## src/rtl/fft_r2_stage_feeder_pkg.sv

```systemverilog
// Shared definitions for the radix-2 streaming FFT datapath: sample format,
// twiddle-index width and the per-stage butterfly half-span.
package fft_r2_stage_feeder_pkg;

  localparam int FFT_FI_W   = 4;   // log2(NFFT), width of the twiddle index
  localparam int FFT_DATA_W = 16;  // width of each I/Q component

  typedef struct packed {
    logic [FFT_DATA_W-1:0] i;
    logic [FFT_DATA_W-1:0] q;
  } cplx_t;

  function automatic int half_span(input int size_fi, input int stage);
    return 1 << (size_fi - 1 - stage);
  endfunction

endpackage

```

## src/rtl/fft_pair_buffer.sv

```systemverilog
// Half-span sample store: written during FILL, read during PAIR, both at
// butterfly index k, so a single address serves write and asynchronous read.
module fft_pair_buffer #(
  parameter int DEPTH  = 8,
  parameter int ADDR_W = 3,
  parameter int WIDTH  = 32
) (
  input  logic              clk,
  input  logic              we_i,
  input  logic [ADDR_W-1:0] addr_i,
  input  logic [WIDTH-1:0]  wdata_i,
  output logic [WIDTH-1:0]  rdata_o
);

  logic [WIDTH-1:0] mem_q [DEPTH];

  // NOTE: the array has no reset; every entry is written in FILL before PAIR
  // reads it, and a reset would stop the tools mapping it to distributed RAM.
  always_ff @(posedge clk) begin
    if (we_i) mem_q[addr_i] <= wdata_i;
  end

  assign rdata_o = mem_q[addr_i];

endmodule

```

## src/rtl/fft_r2_stage_feeder.sv

```systemverilog
// Feeds (x[k], x[k+H]) butterfly pairs plus the twiddle index k<<STAGE to the
// twiddle multiplier of one radix-2 streaming FFT stage.
module fft_r2_stage_feeder
  import fft_r2_stage_feeder_pkg::*;
#(
  parameter int SIZE_DATA_FI  = FFT_FI_W,
  parameter int DATA_FFT_SIZE = FFT_DATA_W,
  parameter int STAGE         = 0
) (
  input  logic                     clk,
  input  logic                     reset,
  input  logic                     in_valid,
  input  logic                     in_sof,
  input  logic [DATA_FFT_SIZE-1:0] in_data_i,
  input  logic [DATA_FFT_SIZE-1:0] in_data_q,
  output logic                     out_valid,
  output logic                     out_sob,
  output logic [DATA_FFT_SIZE-1:0] out_data_i,
  output logic [DATA_FFT_SIZE-1:0] out_data_q,
  output logic [DATA_FFT_SIZE-1:0] out_pair_i,
  output logic [DATA_FFT_SIZE-1:0] out_pair_q,
  output logic [SIZE_DATA_FI-1:0]  fi_deg
);

  if (STAGE < 0 || STAGE >= SIZE_DATA_FI) begin : g_bad_stage
    $error("fft_r2_stage_feeder: STAGE must be in 0..SIZE_DATA_FI-1");
  end

  localparam int H      = half_span(SIZE_DATA_FI, STAGE);
  localparam int CNT_W  = SIZE_DATA_FI - STAGE;
  localparam int ADDR_W = (CNT_W > 1) ? CNT_W - 1 : 1;

  typedef struct packed {
    logic [DATA_FFT_SIZE-1:0] i;
    logic [DATA_FFT_SIZE-1:0] q;
  } sample_t;

  logic [CNT_W-1:0]        cnt_q, cnt_d, cnt_eff;
  logic                    phase;
  logic [ADDR_W-1:0]       k;
  sample_t                 in_s, mem_rd;
  logic                    valid_q, valid_d, sob_q, sob_d;
  sample_t                 data_q, data_d, pair_q, pair_d;
  logic [SIZE_DATA_FI-1:0] fi_q, fi_d;

  assign in_s = '{i: in_data_i, q: in_data_q};

  // A start-of-frame sample restarts the block whatever the counter holds.
  assign cnt_eff = (in_valid && in_sof) ? '0 : cnt_q;
  assign phase   = cnt_eff[CNT_W-1];

  if (CNT_W > 1) begin : g_k
    assign k = cnt_eff[ADDR_W-1:0];
  end else begin : g_k_single
    assign k = '0;
  end

  fft_pair_buffer #(
    .DEPTH  (H),
    .ADDR_W (ADDR_W),
    .WIDTH  (2 * DATA_FFT_SIZE)
  ) u_buf (
    .clk     (clk),
    .we_i    (in_valid && !phase),
    .addr_i  (k),
    .wdata_i (in_s),
    .rdata_o (mem_rd)
  );

  // NOTE: every output of this block gets a default first, so no path can
  // leave a signal unassigned and infer a latch.
  always_comb begin
    cnt_d   = cnt_q;
    valid_d = 1'b0;
    sob_d   = 1'b0;
    data_d  = data_q;
    pair_d  = pair_q;
    fi_d    = fi_q;
    if (in_valid) begin
      cnt_d = cnt_eff + 1'b1;
      if (phase) begin
        valid_d = 1'b1;
        sob_d   = (k == '0);
        data_d  = in_s;
        pair_d  = mem_rd;
        fi_d    = SIZE_DATA_FI'(k) << STAGE;
      end
    end
  end

  // NOTE: state is updated with non-blocking assignments so every register
  // samples the pre-edge values, independent of statement order.
  always_ff @(posedge clk) begin
    if (reset) begin
      cnt_q   <= '0;
      valid_q <= 1'b0;
      sob_q   <= 1'b0;
      data_q  <= '0;
      pair_q  <= '0;
      fi_q    <= '0;
    end else begin
      cnt_q   <= cnt_d;
      valid_q <= valid_d;
      sob_q   <= sob_d;
      data_q  <= data_d;
      pair_q  <= pair_d;
      fi_q    <= fi_d;
    end
  end

  assign out_valid  = valid_q;
  assign out_sob    = sob_q;
  assign out_data_i = data_q.i;
  assign out_data_q = data_q.q;
  assign out_pair_i = pair_q.i;
  assign out_pair_q = pair_q.q;
  assign fi_deg     = fi_q;

endmodule

```

## config.mk

```make
export PLATFORM = sky130hd
export DESIGN_NAME = fft_r2_stage_feeder
export DESIGN_NICKNAME = d
export VERILOG_FILES = /design/src/rtl/fft_r2_stage_feeder_pkg.sv /design/src/rtl/fft_pair_buffer.sv /design/src/rtl/fft_r2_stage_feeder.sv
export SDC_FILE = /design/constraint.sdc
export NUM_CORES = 1
export LEC_CHECK = 0
export CORE_MARGIN = 10
export CORE_UTILIZATION = 35
export CTS_BUF_LIST = sky130_fd_sc_hd__clkbuf_4
export DETAILED_ROUTE_END_ITERATION = 8
export GPL_TIMING_DRIVEN = 0
export SETUP_SLACK_MARGIN = 0.2
export SLEW_MARGIN = 10
export SYNTH_ARGS = -nofsm -noshare
export SYNTH_HDL_FRONTEND = slang
export SYNTH_HIERARCHICAL = 1
export SYNTH_SLANG_ARGS = --single-unit
```

## constraint.sdc

```tcl
create_clock -name clk -period 4.4 [get_ports clk]
set_input_delay 0.88 -clock clk [delete_from_list [all_inputs] [get_ports clk]]
set_output_delay 0.88 -clock clk [all_outputs]
set_load 0.005 [all_outputs]
```

Word-level counts from Yosys, hierarchy flattened
Memory sizes are Yosys's and may differ from the RTL's. A register that Yosys moved wholly into a read port is not among the register bits.
Index checks and enable logic that the tools add are counted.
{ "totals": {"ff_bits": 41, "mem_bits_rw": 256, "input_bits": 36, "output_inout_bits": 70, "memories": 1} }
{ "op_classes": {"add_sub_neg": 1, "n_mux": 4, "bitwise": 2, "n_reduce_logical": 7} }
{ "mem_list": {"columns": ["name", "words", "word_bits", "rd", "rd_ports_with_merged_regs", "write_ports", "line", "source"], "rows": [
  ["u_buf.mem_q", 8, 32, 1, 1, 1, "fft_pair_buffer.sv:15", "logic [WIDTH-1:0] mem_q [DEPTH];"]
]} }
{ "op_table": {"columns": ["op", "n"], "rows": [
  ["$add A4 B1 Y4 const B", 1],
  ["$mux W4", 1],
  ["$logic_not A3 Y1", 1],
  ["$mux W1", 3],
  ["$reduce_or A3 Y1", 1],
  ["$logic_and A1 B1 Y1", 2],
  ["$not A1 Y1", 2],
  ["$reduce_and A2 Y1", 1],
  ["$reduce_or A2 Y1", 1],
  ["$logic_not A1 Y1", 1]
]} }

Logic depth before layout (Yosys ltp)
Gate-level depths: netlist of the first run.
{ "depth": {"depth_word": 6, "ltp_mapped": 12} }

Hierarchy
The synthesis of the first run kept the hierarchy.
{ "by_module_without_submodules": {"columns": ["mod", "instances", "cells_per_inst", "area_each_um2", "seq_area_each_um2"], "rows": [
  ["fft_pair_buffer", 1, 421, 9859.5, 7687.4],
  ["fft_r2_stage_feeder", 1, 326, 2698.8, 1461.4]
]} }

Worst setup path after synthesis of the first run
OpenSTA, ideal clock, no wires.
{ "synth_timing": {"path_type": "in2reg", "startpoint": "input in_valid", "endpoint": "memory u_buf.mem_q[4][0] (enable)", "setup_time_ps": 461, "arrival_ps": 4270, "required_time_ps": 3939, "setup_slack_ps": -331, "path_stages": 8, "n_path_buf": 4, "cell_sequence": "buf_4 -> nand2_1 -> and2_1 -> buf_2 -> buf_2 -> buf_2 -> nand2_1 -> nor3_1"} }
{ "synth_between": {"word_cells_on_any_way": 6} }
{ "synth_rtl": {"columns": ["element", "line", "source"], "rows": [
  ["from (decl)", "fft_r2_stage_feeder.sv:12", "input logic in_valid,"],
  ["$logic_and A1 B1 Y1", "fft_r2_stage_feeder.sv:49", "assign cnt_eff = (in_valid && in_sof) ? '0 : cnt_q;"],
  ["$mux W4", "fft_r2_stage_feeder.sv:49", null],
  ["via cnt_eff[2]", "fft_r2_stage_feeder.sv:38", "logic [CNT_W-1:0] cnt_q, cnt_d, cnt_eff;"],
  ["to (decl)", "fft_pair_buffer.sv:15", null]
]} }
The timed path passes the listed nets, and every way through them passes these cells.

Worst setup path in the final report of the first run
{ "layout_timing": {"startpoint": "input in_sof", "endpoint": "memory u_buf.mem_q[3][19] (enable)"} }
{ "layout_between": {"word_cells_on_any_way": 6} }
{ "layout_rtl": {"columns": ["element", "line", "source"], "rows": [
  ["from (decl)", "fft_r2_stage_feeder.sv:13", "input logic in_sof,"],
  ["$logic_and A1 B1 Y1", "fft_r2_stage_feeder.sv:49", null],
  ["$mux W4", "fft_r2_stage_feeder.sv:49", null],
  ["via cnt_eff[1]", "fft_r2_stage_feeder.sv:38", null]
]} }
The timed path passes the listed nets, and every way through them passes these cells.

==> impl_metrics.json, run 1 <==
{
  "cts_buffers": 84,
  "io_pins": 106,
  "grtUsageTotal_pct": 14.4,
  "cpPeakStageDelay_ps": 760,
  "grt_setup_unrepaired": "false",
  "die_h_microns": 209,
  "initialDrtViolationCount": 524,
  "finalPower_mw": 6.50,
  "post_cts_buffers": 0,
  "worst_pin_slew_ps": 905,
  "grt_max_degree": 20,
  "worst_path_max_delay_cell": "nor2_4",
  "end_kind": "flop",
  "vias": 7349,
  "cp_common_cell": "nand2_1",
  "worstPathArrival_ps": 4290,
  "synth-main-ff-cell": "edfxtp_1",
  "start_util_pct": 35.4,
  "fin_nets": 983,
  "die_x_microns": 209,
  "dr.pass1.iters": 5,
  "power.density_nw_per_um2": 415,
  "wl_per_cell_microns": 21.6,
  "whs_ps": 452,
  "synth_seq_cells": 329,
  "ys_types": 38,
  "yosysTopAreaCell": "edfxtp_1",
  "cp_data_required_time_ps": 4770,
  "synth.avg_cell_area_sq_um": 16.8,
  "ctsResizeCount": 0,
  "min_path_type": "reg -> reg",
  "routed_wl_microns": 32000,
  "yosysMostFrequentCell": "edfxtp_1",
  "grt_pass1_wl_microns": 48100,
  "worstPathCellList": "clkdlybuf4s50_1, nand2_1, nand2_1, inv_1, buf_2, buf_2, clkbuf_1, nand2_1, nor2_4, buf_16",
  "fin_crit_sh_pct": 89.1,
  "placed_area_sq_um": 14500,
  "synthTopCellsByCount": "256 x edfxtp_1, 139 x nand2_1, 73 x dfxtp_1, 56 x a21oi_1, 41 x mux4_1",
  "tns_ps": 0,
  "ys.warnings.count": 6,
  "outcome": "completed",
  "synthToLayoutAreaGrowth_pct": 24.8,
  "setup_viol": 0,
  "synth_fp_nets": 784,
  "via_per_inst": 4.96,
  "cp_max_fo": 17,
  "grt_pass1_vias": 7762,
  "grt_overflow_total": 0,
  "drive_above_1_share_pct": 24.5,
  "leakage_nw": 5.11,
  "fill_cells": 3171,
  "synthCells": 747,
  "skew_ps": 48.7,
  "hold_viol": 0,
  "peakVddDrop_v": 0.000208,
  "tritoncts": "done",
  "finalCriticalPeriod_ps": 3920,
  "slew_violations": 0,
  "dp_hpwl_microns": 20500,
  "cts_buffer_depth": 3,
  "rows": 69,
  "fin_util_pct": 44.2,
  "synth_edf_count": 256,
  "drc": 0,
  "slew_headroom_pct": 39.7,
  "synth-seq-area-share_pct": 72.9,
  "clkSinkCount": 329,
  "dieArea_sq_um": 43900,
  "timing_worst_setup_path_type": "in -> reg",
  "ctsHoldBuffers": 0,
  "yosys-top-cells-area": "edfxtp_1 61%, dfxtp_1 12%, mux4_1 8.6%, nand2_1 4.2%, mux2_2 2.7%",
  "cts-root-buf": "clkbuf_4",
  "start_kind": "input pin",
  "place_congestion": 0.768,
  "synthArstFlopShare_pct": 0,
  "core-area_sq_um": 35500,
  "portBuffers": 102,
  "clk_latency_ps": 710,
  "clock.fmax_mhz": 255,
  "synth_top_area_share_pct": 61.2,
  "syn-cell-area_sq_um": 12600,
  "h-tree-depth": 3,
  "antenna_left": 0,
  "postLayoutCellArea_sq_um": 15700,
  "clk_pin_slew_ps": 60,
  "antenna_found_initial": 2,
  "max_cap_violations": 0
}
==> flip-flops by register name, indices dropped and copies added (netlist names) <==
name,count
out_data_q,16
out_pair_i,16
out_sob,1
cnt_q,4
u_buf/mem_q,256
out_data_i,16
out_pair_q,16
out_valid,1
fi_deg,3
==> metrics by stage <==
step,setup slack (ps),std cells
after floorplan,527,747
after global placement,-2010,1310
after detailed placement,-150,1321
after CTS,558,1477
after global routing,391,1480
final,479,1481
==> layout by cell type (no fill, tap or decap), types with 9 or more instances in the layout <==
cell / n
edfxtp_1: 256
nand2_1: 139
clkbuf_4: 134
clkdlybuf4s50_1: 102
dfxtp_1: 73
a21oi_1: 56
mux4_1: 41
mux2_2: 30
a21oi_2: 19
mux2i_1: 16
buf_2: 15
clkbuf_1: 15
clkinv_1: 14
mux4_2: 9
==> path summary, 6_finish.rpt <==
check                              start                           end  slack [ps]  cells past startpoint
min          out_pair_q[10]$_SDFFE_PP0P_   out_pair_q[10]$_SDFFE_PP0P_         450                      2
max                               in_sof  u_buf/mem_q[3][19]$_DFFE_PP_         480                     10
min reg2reg  out_pair_q[10]$_SDFFE_PP0P_   out_pair_q[10]$_SDFFE_PP0P_         450                      2
max reg2reg        cnt_q[1]$_SDFFE_PP0P_  u_buf/mem_q[3][19]$_DFFE_PP_         960                      8
==> metal layers <==
| layer | wire length [microns] | GRT usage, % | part of all wire [%] | vias up |
|---|---|---|---|---|
| met5 | 0 | 0 | 0 | - |
| met2 | 15100 | 23.1 | 47 | 291 |
| met4 | 447 | 4.22 | 1.4 | 0 |
| met3 | 2630 | 4.54 | 8.2 | 43 |
| met1 | 13700 | 18.4 | 43 | 3663 |
| li1 | - | - | - | 3352 |
==> worst max-delay path, delay by kind of cell <==
family	cells	cell delay (ps)
buffers and inverters	6	2020
and+or+nand+nor	4	1380
==> where the power goes <==
part | total [mW] | internal, mW | switching [mW]
Clock | 2.78 | 1.56 | 1.22
Sequential | 3.40 | 3.39 | 0.00998
Combinational | 0.320 | 0.146 | 0.174
==> final cells by class <==
type | count | area (sq um) | share of cell area (%)
multi-input combinational | 368 | 3170 | 20.2
timing repair buffer | 113 | 1270 | 8.11
inverter | 4 | 15.0 | 0.0958
sequential | 329 | 9150 | 58.4
buffer | 46 | 293 | 1.87
antenna | 4 | 10.0 | 0.0639
clock buffer | 134 | 1010 | 6.42
clock inverter | 22 | 181 | 1.16
tap | 461 | 577 | 3.68
==> kinds of logic (layout without fill, tap and decap cells) <==
| logic type | count (synthesis) | after routing | synth area share, % |
|---|---|---|---|
| AO/OA/AOI/OAI | 100 | 100 | 4.89 |
| adder cells (fa/ha/maj) | 1 | 1 | 0.0996 |
| buffers and inverters | 50 | 319 | 2.45 |
| flip-flops | 329 | 329 | 72.9 |
| multiplexers | 96 | 96 | 14.2 |
| other | 1 | 5 | 0.0299 |
| AND/OR/NAND/NOR | 170 | 170 | 5.52 |
(Power assumes the default switching activity.)
==> run 2, diff against run 1 <==
CORE_MARGIN = 2   (was 10)
==> run 2 against run 1 <==
Against the previous run:
- clock power is 5% lower
- register-to-register slack better by 190 ps
- critical path type unchanged
- global-route usage is 2.0 points higher
- fmax is 4.8% higher
- sequential share of layout area is 0.27 points higher
- highest routed layer unchanged
- count of clock-buffer cells in the layout is 8 lower
- utilization is 0.20 points lower
- critical endpoint is now u_buf/mem_q[7][30]$_DFFE_PP_
- critical path depth is 1 lower
- hold slack better by 2.2 ps
- cell area is 0.45% lower
- largest cell class unchanged
- flip-flop and latch count stayed put
==> impl_metrics.json, run 2 (same netlist as run 1, synthesis figures left out) <==
{
  "outcome": "completed",
  "worstPathArrival_ps": 4130,
  "cts_buffer_depth": 3,
  "start_kind": "input pin",
  "power.density_nw_per_um2": 408,
  "hold_viol": 0,
  "vias": 7255,
  "initialDrtViolationCount": 546,
  "wl_per_cell_microns": 20.7,
  "start_util_pct": 35.4,
  "finalCriticalPeriod_ps": 3740,
  "antenna_found_initial": 2,
  "cts-root-buf": "clkbuf_4",
  "top_register": "u_buf/mem_q",
  "drc": 0,
  "rows": 69,
  "grt_max_degree": 22,
  "routed_wl_microns": 30600,
  "slew_headroom_pct": 40.6,
  "die_h_microns": 193,
  "portBuffers": 102,
  "ctsResizeCount": 0,
  "synthToLayoutAreaGrowth_pct": 24.2,
  "place_congestion": 0.759,
  "h-tree-depth": 3,
  "internal_power_mw": 4.97,
  "fin_nets": 983,
  "grt_pass1_vias": 7424,
  "final_cell_mix": "256 x edfxtp_1, 139 x nand2_1, 126 x clkbuf_4, 102 x clkdlybuf4s50_1, 73 x dfxtp_1",
  "grtUsageTotal_pct": 16.4,
  "cp_data_required_time_ps": 4790,
  "die_x_microns": 193,
  "largest_reg_flops": 256,
  "postLayoutCellArea_sq_um": 15600,
  "seq_power_share_pct": 53.5,
  "core-area_sq_um": 35500,
  "fin_ws_ps": 659,
  "fin_crit_sh_pct": 85.0,
  "tns_ps": 0,
  "cts_buffers": 82,
  "peakVddDrop_v": 0.000202,
  "worst_pin_slew_ps": 891,
  "io_pins": 106,
  "mostFrequentLayoutCell": "edfxtp_1",
  "dr.pass1.iters": 7,
  "dieArea_sq_um": 37400,
  "ctsHoldBuffers": 0,
  "antenna_left": 0,
  "clock.fmax_mhz": 267,
  "grt_overflow_total": 0,
  "p_clk_share_pct": 41.6,
  "clk_latency_ps": 700,
  "swShare_pct": 21.9,
  "drive_above_1_share_pct": 24.0,
  "clk_pin_slew_ps": 70,
  "whs_ps": 454,
  "via_per_inst": 4.91,
  "clkSinkCount": 329,
  "post_cts_buffers": 0,
  "pre_cts_slack_ps": -107,
  "min_path_type": "reg -> reg",
  "grt_setup_unrepaired": "false",
  "setup_viol": 0,
  "skew_ps": 42.9,
  "end_kind": "flop",
  "placed_area_sq_um": 14500,
  "leakage_nw": 5.07,
  "slew_violations": 0,
  "timing_worst_setup_path_type": "in -> reg",
  "max_cap_violations": 0,
  "dp_hpwl_microns": 19400,
  "cp_max_fo": 20,
  "power_frac_comb_pct": 5.0,
  "p_sw_mw": 1.39,
  "grt_pass1_wl_microns": 45600,
  "tritoncts": "done"
}
-- run 2: area by class of cell --
class,instances,area (sq um)
fillers,3194,19900
flip-flops and latches,329,9150
multi-input cells,368,3170
repair buffers,115,1280
clock buffers,126,946
well taps,461,577
plain buffers,46,293
clock inverters,27,169
inverters,4,15.0
diodes,2,5.00
-- run 2: power by group through the flow --
stage          clock network (mW)  registers (mW)  logic, mW
2_1_floorplan                   0            3.47      0.175
3_3_place_gp                    0            3.47      0.299
3_5_place_dp                    0            3.47      0.318
4_1_cts                      2.73            3.40      0.320
5_1_grt                      2.89            3.40      0.339
6_report                     2.64            3.40      0.316
-- run 2: worst paths after layout --
kind,end,cells past startpoint,slack (ps),startpoint
max,u_buf/mem_q[7][30]$_DFFE_PP_,9,660,in_sof
min,out_data_i[8]$_SDFFE_PP0P_,2,450,out_data_i[8]$_SDFFE_PP0P_
max reg2reg,u_buf/mem_q[7][30]$_DFFE_PP_,8,1150,cnt_q[1]$_SDFFE_PP0P_
min reg2reg,out_data_i[8]$_SDFFE_PP0P_,2,450,out_data_i[8]$_SDFFE_PP0P_
-- run 2: stage by stage --
| stage | cells | total power [mW] | util [%] |
|---|---|---|---|
| floorplan | 747 | 3.64 | - |
| global placement | 1310 | 3.77 | 39.9 |
| detailed placement | 1323 | 3.79 | 40.8 |
| CTS | 1476 | 6.45 | 44.0 |
| global route | 1478 | 6.63 | 44.0 |
| finish | 1478 | 6.36 | 44.0 |
-- run 2: per-layer routing --
layer  track usage (%)  part of all wire, %  vias up
met5                 0                    0        -
met1              22.7                   46     3614
met3              3.59                  5.1       55
met2              25.7                   47      249
li1                  -                    -     3337
met4              5.60                  1.8        0
-- run 2: critical path, stage by stage --
cell and delay [ps]:
clkdlybuf4s50_1 490, nand2_1 200, and2_1 220, buf_2 280
buf_2 360, buf_2 350, nand2_1 300, nor2_4 770
buf_16 240
==> run 3, diff against run 2 <==
SETUP_SLACK_MARGIN = 0.1   (was 0.2)
==> results of run 3 <==
Final layout, timing and power as in run 2 (identical DEF).
